### config.mk
export PLATFORM = sky130hd
export DESIGN_NAME = johnson_phase_tracker_flat
export DESIGN_NICKNAME = d
export VERILOG_FILES = /design/src/rtl/johnson_phase_tracker_if.sv /design/src/rtl/johnson_phase_tracker.sv /design/src/flat_wrapper.sv
export SDC_FILE = /design/constraint.sdc
export NUM_CORES = 1
export LEC_CHECK = 0
export CAP_MARGIN = 25
export CORE_ASPECT_RATIO = 1.2
export CORE_MARGIN = 2
export CORE_UTILIZATION = 51
export CTS_CLUSTER_DIAMETER = 200
export DETAILED_ROUTE_END_ITERATION = 10
export DONT_BUFFER_PORTS = 1
export PLACE_DENSITY_LB_ADDON = 0.08
export SKIP_CTS_REPAIR_TIMING = 1
export SYNTH_ARGS = -nofsm -noshare
export SYNTH_HDL_FRONTEND = slang
export SYNTH_SLANG_ARGS = --single-unit
### constraint.sdc
create_clock -name clk -period 3.7 [get_ports clk]
set_input_delay 0.37 -clock clk [delete_from_list [all_inputs] [get_ports clk]]
set_output_delay 0.37 -clock clk [all_outputs]
set_load 0.02 [all_outputs]
### src/rtl/johnson_phase_tracker_if.sv
// Bundle between the Johnson counter source and the phase tracker.
// The master drives the sampled code; the slave (tracker) drives the
// decoded phase, lock status and the revolution/error counters.
interface johnson_phase_tracker_if #(
    parameter int REV_W = 8
);
    logic [7:0]       jc_in;
    logic             jc_valid;
    logic [3:0]       phase;
    logic             phase_valid;
    logic             illegal;
    logic             locked;
    logic             dir;
    logic [REV_W-1:0] rev_count;
    logic [7:0]       err_count;

    modport master (
        output jc_in, jc_valid,
        input  phase, phase_valid, illegal, locked, dir, rev_count, err_count
    );

    modport slave (
        input  jc_in, jc_valid,
        output phase, phase_valid, illegal, locked, dir, rev_count, err_count
    );
endinterface

### src/rtl/johnson_phase_tracker.sv
// Johnson phase tracker: decodes an 8-bit Johnson code to a 4-bit phase,
// checks legality and step sequence, runs a lock FSM and counts
// revolutions and illegal codes.
// Optional build macro JT_REVERSE_EN: accept -1 steps as good steps
// (reverse rotation) with down-counting of revolutions.
//
// state     | meaning
// ----------+---------------------------------------------------------
// ST_UNLOCK | no trusted previous sample; next legal code starts ACQ
// ST_ACQ    | counting consecutive good steps towards LOCK_CNT
// ST_LOCKED | tracking; revolutions are counted on 15<->0 steps
module johnson_phase_tracker #(
    parameter int LOCK_CNT = 4,
    parameter int REV_W    = 8
) (
    input  logic                  clk,
    input  logic                  rst,
    johnson_phase_tracker_if.slave bus
);

    typedef enum logic [1:0] {
        ST_UNLOCK = 2'd0,
        ST_ACQ    = 2'd1,
        ST_LOCKED = 2'd2
    } state_t;

    state_t           state;
    logic [3:0]       good_cnt;
    logic             have_prev;
    logic [3:0]       phase_q;
    logic             phase_valid_q;
    logic             illegal_q;
    logic             dir_q;
    logic [REV_W-1:0] rev_q;
    logic [7:0]       err_q;

    logic [3:0] pop;
    logic [7:0] inv;
    logic       code_legal;
    logic [3:0] code_phase;
    logic [3:0] step;
    logic       step_fwd;
    logic       step_rev;
    logic       step_move;
    logic       dir_new;
    logic       step_turn;
    logic       step_good;
    logic       step_bad;
    logic       wrap_fwd;
`ifdef JT_REVERSE_EN
    logic       wrap_rev;
`endif

    // Decode the incoming code and classify the step from the last legal phase.
    always_comb begin
        pop = 4'd0;
        for (int i = 0; i < 8; i++) begin
            pop = pop + 4'(bus.jc_in[i]);
        end
        inv = ~bus.jc_in;
        // Ones packed at the LSB (x & (x+1) == 0) or, for bit7 set, zeros packed at the LSB.
        if (bus.jc_in[7]) begin
            code_legal = ((inv & (inv + 8'd1)) == 8'd0);
            code_phase = 4'(5'd16 - {1'b0, pop});
        end else begin
            code_legal = ((bus.jc_in & (bus.jc_in + 8'd1)) == 8'd0);
            code_phase = pop;
        end
        step     = code_phase - phase_q;
        step_fwd = (step == 4'd1);
`ifdef JT_REVERSE_EN
        step_rev = (step == 4'hF);
        wrap_rev = step_rev && (phase_q == 4'd0);
`else
        step_rev = 1'b0;
`endif
        step_move = step_fwd | step_rev;
        dir_new   = step_fwd;
        // A unit step against the current direction is treated as a bad step.
        step_turn = have_prev & step_move & (dir_new != dir_q);
        step_good = have_prev & step_move & ~step_turn;
        step_bad  = have_prev & (step != 4'd0) & ~step_good;
        wrap_fwd  = step_fwd && (phase_q == 4'hF);
    end

    // Lock FSM, registered outputs and counters, updated on each qualified sample.
    always_ff @(posedge clk or posedge rst) begin
        if (rst) begin
            state         <= ST_UNLOCK;
            good_cnt      <= 4'd0;
            have_prev     <= 1'b0;
            phase_q       <= 4'd0;
            phase_valid_q <= 1'b0;
            illegal_q     <= 1'b0;
            dir_q         <= 1'b1;
            rev_q         <= '0;
            err_q         <= 8'd0;
        end else begin
            phase_valid_q <= 1'b0;
            illegal_q     <= 1'b0;
            if (bus.jc_valid) begin
                if (!code_legal) begin
                    illegal_q <= 1'b1;
                    if (err_q != 8'hFF) begin
                        err_q <= err_q + 8'd1;
                    end
                    state     <= ST_UNLOCK;
                    have_prev <= 1'b0;
                    good_cnt  <= 4'd0;
                end else begin
                    phase_valid_q <= 1'b1;
                    phase_q       <= code_phase;
                    have_prev     <= 1'b1;
                    if (state == ST_UNLOCK || !have_prev) begin
                        state    <= ST_ACQ;
                        good_cnt <= 4'd0;
                    end else if (step_good) begin
                        dir_q <= dir_new;
                        if (state == ST_LOCKED) begin
                            if (wrap_fwd) begin
                                rev_q <= rev_q + 1'b1;
                            end
`ifdef JT_REVERSE_EN
                            else if (wrap_rev) begin
                                rev_q <= rev_q - 1'b1;
                            end
`endif
                        end else if (good_cnt + 4'd1 == 4'(LOCK_CNT)) begin
                            state    <= ST_LOCKED;
                            good_cnt <= 4'd0;
                        end else begin
                            good_cnt <= good_cnt + 4'd1;
                        end
                    end else if (step_bad) begin
                        state    <= ST_ACQ;
                        good_cnt <= 4'd0;
                        if (step_turn) begin
                            dir_q <= dir_new;
                        end
                    end
                end
            end
        end
    end

    assign bus.phase       = phase_q;
    assign bus.phase_valid = phase_valid_q;
    assign bus.illegal     = illegal_q;
    assign bus.locked      = (state == ST_LOCKED);
    assign bus.dir         = dir_q;
    assign bus.rev_count   = rev_q;
    assign bus.err_count   = err_q;

endmodule

### src/flat_wrapper.sv
// flat-port wrapper written by rule: the top's interface ports become plain ports
module johnson_phase_tracker_flat 
#(
    parameter int LOCK_CNT = 4,
    parameter int REV_W    = 8
)
  (clk, rst, bus_jc_in, bus_jc_valid, bus_phase, bus_phase_valid, bus_illegal, bus_locked, bus_dir, bus_rev_count, bus_err_count);
  johnson_phase_tracker_if #(.REV_W(REV_W)) bus_i ();
  input  logic clk;
  input  logic rst;
  input wire logic [$bits(bus_i.jc_in)-1:0] bus_jc_in;
  input wire logic [$bits(bus_i.jc_valid)-1:0] bus_jc_valid;
  output wire logic [$bits(bus_i.phase)-1:0] bus_phase;
  output wire logic [$bits(bus_i.phase_valid)-1:0] bus_phase_valid;
  output wire logic [$bits(bus_i.illegal)-1:0] bus_illegal;
  output wire logic [$bits(bus_i.locked)-1:0] bus_locked;
  output wire logic [$bits(bus_i.dir)-1:0] bus_dir;
  output wire logic [$bits(bus_i.rev_count)-1:0] bus_rev_count;
  output wire logic [$bits(bus_i.err_count)-1:0] bus_err_count;
  assign bus_i.jc_in = bus_jc_in;
  assign bus_i.jc_valid = bus_jc_valid;
  assign bus_phase = bus_i.phase;
  assign bus_phase_valid = bus_i.phase_valid;
  assign bus_illegal = bus_i.illegal;
  assign bus_locked = bus_i.locked;
  assign bus_dir = bus_i.dir;
  assign bus_rev_count = bus_i.rev_count;
  assign bus_err_count = bus_i.err_count;
  johnson_phase_tracker #(.LOCK_CNT(LOCK_CNT), .REV_W(REV_W)) u_core (.clk(clk), .rst(rst), .bus(bus_i));
endmodule
==> flow_metrics.py, run 1 <==
metrics = {
    "placed_design": {
        "hpwl_mm": 3.105,
        "io_buffers": 0,
        "gp_congestion": 0.8661,
        "place_ws_ns": -1.153,
        "place_inst": 266,
        "placed_area_um2": 2261,
    },
    "power_and_ir_drop": {
        "p_per_area_nw_per_um2": 637.6,
        "leakagePower_nw": 1.185,
        "total_power_mw": 1.649,
        "peakVddDrop_uv": 480.9,
    },
    "floorplanning": {
        "core_um2": 3664,
        "start_util_pct": 53.59,
        "fp.dieW_um": 60.64,
        "die_h_um": 71.97,
        "die_area_um2": 4364,
        "ios": 35,
        "rows": 24,
    },
    "clock_tree": {
        "ctsLongestPathBuffers": 2,
        "cts_tree": "built",
        "numCtsBuffers": 5,
        "cts_root_buffer": "clkbuf_8",
        "clk_pin_slew_ns": 0.06,
        "cts_num_sinks": 30,
        "htreeDepth": 2,
        "clk-insertion-delay-late_ns": 0.28,
    },
    "sta": {
        "fin_crit_ns": 4.449,
        "fmax_mhz": 224.8,
        "tightestPinTransition_ns": 0.5764,
        "fin_ws_ns": -0.7490,
        "setup_violations": 15,
        "fin_skew_ns": 0.007399,
        "hold_violations": 0,
        "slew_headroom_pct": 61.57,
        "finalMaxSlewViolations": 0,
        "rsz0062_at_grt": "true",
        "fin_crit_sh_pct": 120.2,
    },
    "job": {
        "cap_violations": 0,
    },
    "worst_setup_path": {
        "cp_slowest_cell": "fa_2",
        "crit_path_end_kind": "flip-flop",
        "cp.buffers_inverters": 5,
        "crit_required_ns": 3.86,
        "cp.depth": 20,
        "slowest_delay_ns": 0.58,
        "crit_start": "bus_jc_in[1]",
        "crit_path_max_fanout": 8,
        "worstReg2RegStart": "u_core.bus.phase[0]",
        "critPathKind": "input port to flip-flop",
        "critPathTopFamily": "adder cells",
        "crit_chain": "inv_12, ha_4, inv_2, fa_1, fa_1, fa_2, fa_2, ha_4, nor2_4, a21oi_4, fa_2, xor2_2, nor4b_4, nand3b_1, buf_4, nor4_4, buf_6, buf_4, nand3_2, xnor2_1",
        "cp-start-kind": "input port",
        "critPathArrivalTime_ns": 4.61,
        "cp_common_cell": "fa_2",
        "rrSetupSlack_ns": 1.08,
        "ff2ff_path_depth": 11,
    },
    "min_path": {
        "hp-start": "bus_jc_valid",
        "hold_depth": 2,
        "worstHoldPathType": "input port to flip-flop",
    },
    "cells_and_area": {
        "fin_util_pct": 70.59,
        "fillers": 294,
        "final_common_cell": "dfrtp_1",
        "nNetsFinal": 260,
        "stdcell_count": 282,
        "register_area_um2": 752.0,
        "multiInputGateArea_um2": 1336,
        "layout-drive-gt1-share_pct": 31.30,
        "diodes": 0,
        "finalInstanceArea_um2": 2586,
        "layout_common_cells": "29 x dfrtp_1, 19 x buf_4, 17 x inv_1",
        "syn_to_final_growth_pct": 31.74,
    },
    "route": {
        "vias_per_cell": 5.557,
        "postRouteAntennaNets": 0,
        "dr.pass1.iters": 6,
        "vias": 1567,
        "drt_wl_total_mm": 4.164,
        "drc": 0,
        "first_iter_violations": 54,
        "wl_per_cell_um": 14.77,
    },
    "yosys": {
        "synthAdderAreaFrac_pct": 14.02,
        "synth_compound_area_share_pct": 8.094,
        "async_flop_share_pct": 100.0,
        "postSynthCellCount": 198,
        "synthDistinctLibCells": 38,
        "synth-xor-area-share_pct": 9.305,
        "synth_top_family_by_area": "simple AND/OR/NAND/NOR gates",
        "synth-edff-count": 0,
        "seq_area_frac_synth_pct": 38.30,
        "ys.flop_type": "dfrtp_1",
        "ys_seq_elements": 30,
        "synth_nets": 228,
        "synth_area_um2": 1963,
        "yosysWarningCount": 0,
        "synthMuxAreaShare_pct": 2.804,
        "synthSimpleGateAreaFrac_pct": 23.07,
        "syn_area_per_cell_um2": 9.915,
    },
    "grt": {
        "grt_pass1_vias": 1612,
        "grt_pass1_wl_mm": 6.803,
        "grt_max_degree": 24,
        "globalRouteOverflowTotal": 0,
        "grt_use_total_pct": 20.31,
        "antenna_found_initial": 0,
    },
    "outcome": {
        "violations": "setup timing",
        "outcome": "finished with violations",
    },
}
==> final timing paths <==
check / endpoint
max reg2reg: u_core.bus.rev_count[6]
min: u_core.have_prev
max: u_core.bus.rev_count[6]
min in group asynchronous: u_core.bus.rev_count[2]
min reg2reg: u_core.have_prev
max in group asynchronous: u_core.bus.dir
==> sequential cells by signal (all words and copies together), names as in the netlist <==
name	cells
u_core.state	2
u_core.good_cnt	4
u_core.bus.phase_valid	1
u_core.bus.err_count	8
u_core.bus.rev_count	8
u_core.have_prev	1
u_core.bus.dir	1
u_core.bus.phase	4
u_core.bus.illegal	1
==> stage by stage <==
| stage | setup TNS [ns] | hold WS (ns) |
|---|---|---|
| finish | -9.594 | 0.2233 |
| global route | -11.86 | 0.2320 |
| CTS | -10.06 | -0.04127 |
| detailed placement | -14.33 | 0.2564 |
| global placement | -13.60 | 0.4971 |
| floorplan | -12.70 | 0.4601 |
==> layout make-up <==
| class | instances | share of cell area (%) |
|---|---|---|
| clock buffers | 5 | 2.661 |
| well taps | 52 | 2.516 |
| clock inverters | 2 | 0.3870 |
| multi-input cells | 145 | 51.67 |
| repair buffers | 28 | 10.01 |
| inverters | 20 | 3.677 |
| flip-flops and latches | 30 | 29.08 |
==> synth_stat cells (2+ instances only) <==
cell type,number,area (um^2)
nand2b_1,8,50.05
nor2_1,13,48.80
clkbuf_1,3,11.26
nand2_1,11,41.29
mux2_1,4,45.04
a21oi_1,6,30.03
nor3_1,3,15.01
o21ai_1,5,25.02
fa_1,5,100.1
xor2_1,7,61.31
nor4b_1,4,35.03
and3_1,3,18.77
nand3_1,9,45.04
xnor2_1,12,105.1
o21ai_0,5,25.02
inv_1,20,75.07
and4_1,3,26.28
nand4_1,6,37.54
nor2b_1,5,31.28
o22a_1,2,17.52
nand3b_1,4,30.03
ha_1,14,175.2
nor4_1,2,12.51
nor4_4,2,42.54
dfrtp_1,29,725.7
==> cells by family (layout without fill, tap and decap cells) <==
group	Yosys count	count (layout)
xor+xnor	20	20
buf+inv	23	55
compound gates	25	25
flops	30	30
mux	5	5
simple gates	76	76
fa+ha+maj	19	19
==> worst register-to-register path: stages (launching register included) <==
cell and delay (ns):
dfrtp_1 0.48, ha_1 0.26, inv_1 0.07, fa_2 0.45, nor4b_4 0.30, nand3b_1 0.14
buf_4 0.16, nor4_4 0.14, buf_6 0.18, buf_4 0.12, nand3_2 0.07, xnor2_1 0.13
==> report_power, final <==
| group | total (mW) | internal, mW | switching, mW |
|---|---|---|---|
| clock network | 0.241 | 0.126 | 0.115 |
| logic | 0.872 | 0.444 | 0.428 |
| registers | 0.536 | 0.388 | 0.147 |
| total | 1.65 | 0.958 | 0.691 |
==> routing by layer <==
| metal | wire [um] | track usage (%) | part of all wire, % |
|---|---|---|---|
| met1 | 1574 | 21.76 | 38 |
| met2 | 2325 | 36.08 | 56 |
| met4 | 65 | 8.454 | 1.6 |
| met3 | 198 | 6.061 | 4.8 |
| met5 | 0 | 0 | 0 |
No activity file was read; power rests on OpenSTA's default activity.
==> inputs of run 2 (changes only) <==
Settings changed: CAP_MARGIN 25 to 5.
Clock period 3.7 ns to 5.58 ns, I/O delays scaled along.
==> run 2 against run 1 <==
Utilization is 13 points lower. The run now ends clean. Critical path type unchanged. Highest routed layer unchanged. Flip-flop and latch count stayed put. Count of clock-buffer cells in the layout is 2 higher.
==> flow_metrics.py, run 2 (synthesis gave the netlist of run 1 again) <==
metrics = {
    "clock_tree": {
        "cts_tree": "built",
        "clk_pin_slew_ns": 0.06,
        "ctsLongestPathBuffers": 2,
        "cts_num_sinks": 30,
        "clk-insertion-delay-late_ns": 0.28,
        "htreeDepth": 2,
        "numCtsBuffers": 5,
        "cts_root_buffer": "clkbuf_8",
    },
    "placed_design": {
        "place_inst": 250,
        "io_buffers": 0,
        "gp_congestion": 0.7835,
        "hpwl_mm": 2.841,
        "placed_area_um2": 2039,
    },
    "route": {
        "drt_wl_total_mm": 3.578,
        "dr.pass1.iters": 4,
        "postRouteAntennaNets": 0,
        "vias": 1420,
        "wl_per_cell_um": 13.92,
        "first_iter_violations": 95,
        "drc": 0,
        "vias_per_cell": 5.525,
    },
    "cells_and_area": {
        "syn_to_final_growth_pct": 8.095,
        "nNetsFinal": 235,
        "finalInstanceArea_um2": 2122,
        "stdcell_count": 257,
        "fillers": 337,
        "fin_util_pct": 57.92,
        "layout-drive-gt1-share_pct": 6.829,
        "final_common_cell": "dfrtp_1",
        "diodes": 0,
        "layout_common_cells": "29 x dfrtp_1, 20 x inv_1, 14 x ha_1",
    },
    "worst_setup_path": {
        "cp_slowest_cell": "fa_1",
        "slowest_delay_ns": 0.51,
        "cp_common_cell": "fa_1",
        "timing.rr.end": "u_core.bus.rev_count[1]",
        "worstReg2RegStart": "u_core.bus.phase[0]",
        "cp-start-kind": "input port",
        "rrSetupSlack_ns": 2.85,
        "crit_path_max_fanout": 8,
        "crit_chain": "inv_1, ha_1, inv_1, fa_1, fa_1, fa_1, fa_1, ha_1, nor2_1, a21oi_1, fa_1, nor4b_2, nand3b_1, nor4_4, mux2_1",
        "critPathKind": "input port to flip-flop",
        "ff2ff_path_depth": 8,
        "critPathArrivalTime_ns": 5.28,
        "crit_required_ns": 5.74,
        "crit_path_end_kind": "flip-flop",
    },
    "sta": {
        "fin_crit_sh_pct": 91.84,
        "hold_violations": 0,
        "hold_slack_ns": 0.4156,
        "tightestPinTransition_ns": 1.078,
        "fmax_mhz": 195.1,
        "setup_violations": 0,
        "slew_headroom_pct": 28.03,
        "rsz0062_at_grt": "false",
        "finalMaxSlewViolations": 0,
        "fin_crit_ns": 5.125,
        "fin_skew_ns": 0.007976,
    },
    "floorplanning": {
        "rows": 24,
        "core_um2": 3664,
        "die_h_um": 71.97,
        "ios": 35,
        "fp.dieW_um": 60.64,
        "die_area_um2": 4364,
        "start_util_pct": 53.59,
    },
    "power_and_ir_drop": {
        "leakagePower_nw": 0.9922,
        "peakVddDrop_uv": 262.2,
        "p_per_area_nw_per_um2": 383.2,
    },
    "grt": {
        "grt_pass1_wl_mm": 5.982,
        "grt_pass1_vias": 1400,
        "antenna_found_initial": 0,
        "grt_use_total_pct": 18.02,
        "globalRouteOverflowTotal": 0,
        "grt_max_degree": 31,
    },
    "min_path": {
        "min_to": "u_core.have_prev",
        "hold_depth": 2,
        "hp-start": "bus_jc_valid",
        "worstHoldPathType": "input port to flip-flop",
    },
    "outcome": {
        "outcome": "complete, no violations",
    },
    "job": {
        "cap_violations": 0,
    },
}
## run 2: cell count changes in the layout (fill, tap and decap cells not counted), moves of 3 or more
| cell | change |
|---|---|
| buf_6 | -7 |
| nor2_1 | +3 |
| inv_1 | +3 |
| ha_1 | +3 |
| ha_4 | -3 |
| buf_4 | -16 |
| nand3_2 | -3 |
| nand3_1 | +3 |
| nand2_1 | +3 |
| fa_2 | -3 |
| fa_1 | +3 |
| o21ai_2 | -3 |
## run 2: critical path, delay by kind of cell
kind                     cells  cell delay [ns]
AND/OR/NAND/NOR              4             1.04
AO/OA/AOI/OAI                1             0.28
adder cells (fa/ha/maj)      7             2.96
buffers and inverters        2             0.09
multiplexers                 1             0.36
## run 2: layout make-up
cell class | instances | area [um^2] | area share [%]
timing repair buffer | 3 | 22.52 | 1.061
clock buffer | 7 | 76.32 | 3.597
tap | 52 | 65.06 | 3.066
inverter | 20 | 75.07 | 3.538
sequential | 30 | 752.0 | 35.44
multi-input combinational | 145 | 1131 | 53.30
## run 2: report_power, final
part	switching [mW]	total [mW]	internal, mW	leakage (nW)
Sequential	0.0992	0.357	0.257	0.391
Combinational	0.170	0.296	0.127	0.562
Clock	0.0746	0.160	0.0856	0.0383
Total	0.343	0.813	0.470	0.992
## run 2: stage by stage
step                power (mW)  setup slack [ns]  TNS [ns]
floorplan               0.5893            0.2166         0
global placement        0.6393            0.1638         0
detailed placement      0.6528          -0.06812   -0.2265
CTS                     0.8154            0.2214         0
global route            0.8812           0.07352         0
finish                  0.8131            0.4553         0
## run 2: how the worst max path moves through the flow
stage / from / end / depth (start not counted)
2_1_floorplan: bus_jc_in[0] / u_core.bus.rev_count[1] / 15
3_3_place_gp: bus_jc_in[0] / u_core.bus.rev_count[1] / 15
3_5_place_dp: bus_jc_in[0] / u_core.bus.rev_count[1] / 15
4_1_cts: bus_jc_in[0] / u_core.bus.rev_count[1] / 15
5_1_grt: bus_jc_in[0] / u_core.good_cnt[2] / 16
6_report: bus_jc_in[0] / u_core.bus.rev_count[1] / 15
## run 2: metal layers
metal | part of all wire, % | global-route usage, % | wire [um]
met3 | 4.8 | 4.991 | 172
met5 | 0 | 0 | 0
met1 | 41 | 20.71 | 1454
met2 | 53 | 30.82 | 1882
met4 | 1.9 | 7.488 | 69
==> inputs of run 3 (changes only) <==
Clock period 5.58 ns to 4.88 ns, I/O delays scaled along.
==> run 3 against run 2 <==
Die area unchanged. Critical path type unchanged. Non-clock buffer count increased by 6. Critical endpoint unchanged. Critical path depth increased by 3. Largest power group is now combinational logic. Register-to-register slack got worse by 0.59 ns. Clock power increased by 54%. Utilization increased by 3.1 points. Wire length increased by 5.0%. Via count increased by 2.3%. First-iteration DRC count decreased by 51%.
==> flow_metrics.py, run 3 (synthesis gave the netlist of run 1 again) <==
metrics = {
    "placed_design": {
        "hpwl_mm": 2.991,
        "io_buffers": 0,
        "place_inst": 256,
        "gp_congestion": 0.8496,
    },
    "sta": {
        "hold_violations": 0,
        "finalMaxSlewViolations": 0,
        "setup_violations": 0,
        "fin_crit_sh_pct": 95.12,
        "rsz0062_at_grt": "false",
        "tightestPinTransition_ns": 1.099,
        "fin_crit_ns": 4.642,
        "tns_ns": 0,
        "slew_headroom_pct": 26.63,
        "fin_skew_ns": 0.01031,
        "fmax_mhz": 215.4,
    },
    "cells_and_area": {
        "diodes": 0,
        "syn_to_final_growth_pct": 13.96,
        "layout-drive-gt1-share_pct": 14.15,
        "fillers": 316,
        "final_common_cell": "dfrtp_1",
        "nNetsFinal": 241,
        "layout_common_cells": "29 x dfrtp_1, 18 x inv_1, 13 x nor2_1, 13 x ha_1, 12 x xnor2_1",
        "stdcell_count": 264,
    },
    "route": {
        "dr.pass1.iters": 4,
        "vias_per_cell": 5.500,
        "vias": 1452,
        "first_iter_violations": 47,
        "drt_wl_total_mm": 3.758,
        "drc": 0,
        "postRouteAntennaNets": 0,
        "wl_per_cell_um": 14.23,
    },
    "power_and_ir_drop": {
        "total_power_mw": 1.073,
        "leakagePower_nw": 1.043,
        "p_per_area_nw_per_um2": 479.5,
        "peakVddDrop_uv": 405.9,
    },
    "clock_tree": {
        "numCtsBuffers": 5,
        "htreeDepth": 2,
        "cts_num_sinks": 30,
        "cts_root_buffer": "clkbuf_8",
        "clk-insertion-delay-late_ns": 0.29,
        "cts_tree": "built",
        "ctsLongestPathBuffers": 2,
        "clk_pin_slew_ns": 0.07,
    },
    "worst_setup_path": {
        "crit_path_end_kind": "flip-flop",
        "cp-start-kind": "input port",
        "critPathArrivalTime_ns": 4.81,
        "crit_required_ns": 5.05,
        "crit_path_max_fanout": 8,
        "rrSetupSlack_ns": 2.26,
        "cp_slowest_cell": "fa_1",
        "critPathKind": "input port to flip-flop",
        "cp_common_cell": "fa_1",
        "slowest_delay_ns": 0.49,
        "crit_chain": "inv_2, ha_4, inv_1, fa_1, fa_1, fa_2, fa_1, ha_1, nor2_1, xnor2_1, ha_1, a21oi_1, nand2_1, xor2_1, xnor2_2, nor4_4, buf_4, mux2_1",
    },
    "outcome": {
        "outcome": "complete, no violations",
    },
    "grt": {
        "globalRouteOverflowTotal": 0,
        "antenna_found_initial": 0,
        "grt_pass1_wl_mm": 6.423,
        "grt_max_degree": 31,
        "grt_pass1_vias": 1542,
        "grt_use_total_pct": 19.45,
    },
    "floorplanning": {
        "start_util_pct": 53.59,
        "core_um2": 3664,
        "ios": 35,
        "die_area_um2": 4364,
        "die_h_um": 71.97,
        "rows": 24,
        "fp.dieW_um": 60.64,
    },
    "job": {
        "cap_violations": 0,
    },
    "min_path": {
        "worstHoldPathType": "input port to flip-flop",
    },
}
## run 3: worst paths after layout
| path | from | to | depth (start not counted) |
|---|---|---|---|
| max | bus_jc_in[1] | u_core.bus.rev_count[1] | 18 |
| min | bus_jc_valid | u_core.have_prev | 2 |
| min reg2reg | u_core.have_prev | u_core.have_prev | 2 |
| min in group asynchronous | rst | u_core.bus.err_count[3] | 1 |
| max in group asynchronous | rst | u_core.bus.phase[2] | 1 |
| max reg2reg | u_core.bus.phase[0] | u_core.bus.rev_count[1] | 8 |
## run 3: worst max-delay path: cells and delay by family
kind | cells | cell delay [ns]
AO/OA/AOI/OAI | 1 | 0.16
XOR/XNOR | 3 | 0.57
adder cells (fa/ha/maj) | 7 | 2.53
buffers and inverters | 3 | 0.26
multiplexers | 1 | 0.32
AND/OR/NAND/NOR | 3 | 0.48
## run 3: cell type report
| type | count | area (um^2) | share of cell area (%) |
|---|---|---|---|
| Sequential cell | 30 | 752.0 | 33.61 |
| Multi-Input combinational cell | 145 | 1166 | 52.13 |
| Tap cell | 52 | 65.06 | 2.908 |
| Clock inverter | 3 | 40.04 | 1.790 |
| Clock buffer | 5 | 68.82 | 3.076 |
| Inverter | 20 | 77.57 | 3.468 |
| Timing Repair Buffer | 9 | 67.56 | 3.020 |
## run 3: metrics by stage
step	hold WS [ns]	area, um^2	setup WS [ns]	utilization [%]
2_1_floorplan	0.4675	2007	-0.03963	-
3_3_place_gp	0.5088	2128	0.005950	58.09
3_5_place_dp	0.5079	2128	-0.06601	58.09
4_1_cts	0.3421	2237	0.2384	61.07
5_1_grt	0.3398	2237	0.03135	61.07
6_report	0.3370	2237	0.2381	61.07
## run 3: where the power goes
group | leakage (nW) | switching [mW] | internal [mW]
Sequential | 0.391 | 0.111 | 0.294
Combinational | 0.593 | 0.226 | 0.195
Clock | 0.0579 | 0.0956 | 0.150
Total | 1.04 | 0.433 | 0.639
## run 3: routing by layer
layer  global-route usage, %  routed length [um]  vias up
met3                   7.487                 182        7
met1                   19.84                1454      704
met4                   9.179                  76        0
met2                   33.93                2045       31
met5                       0                   0        -
li1                        -                   -      710
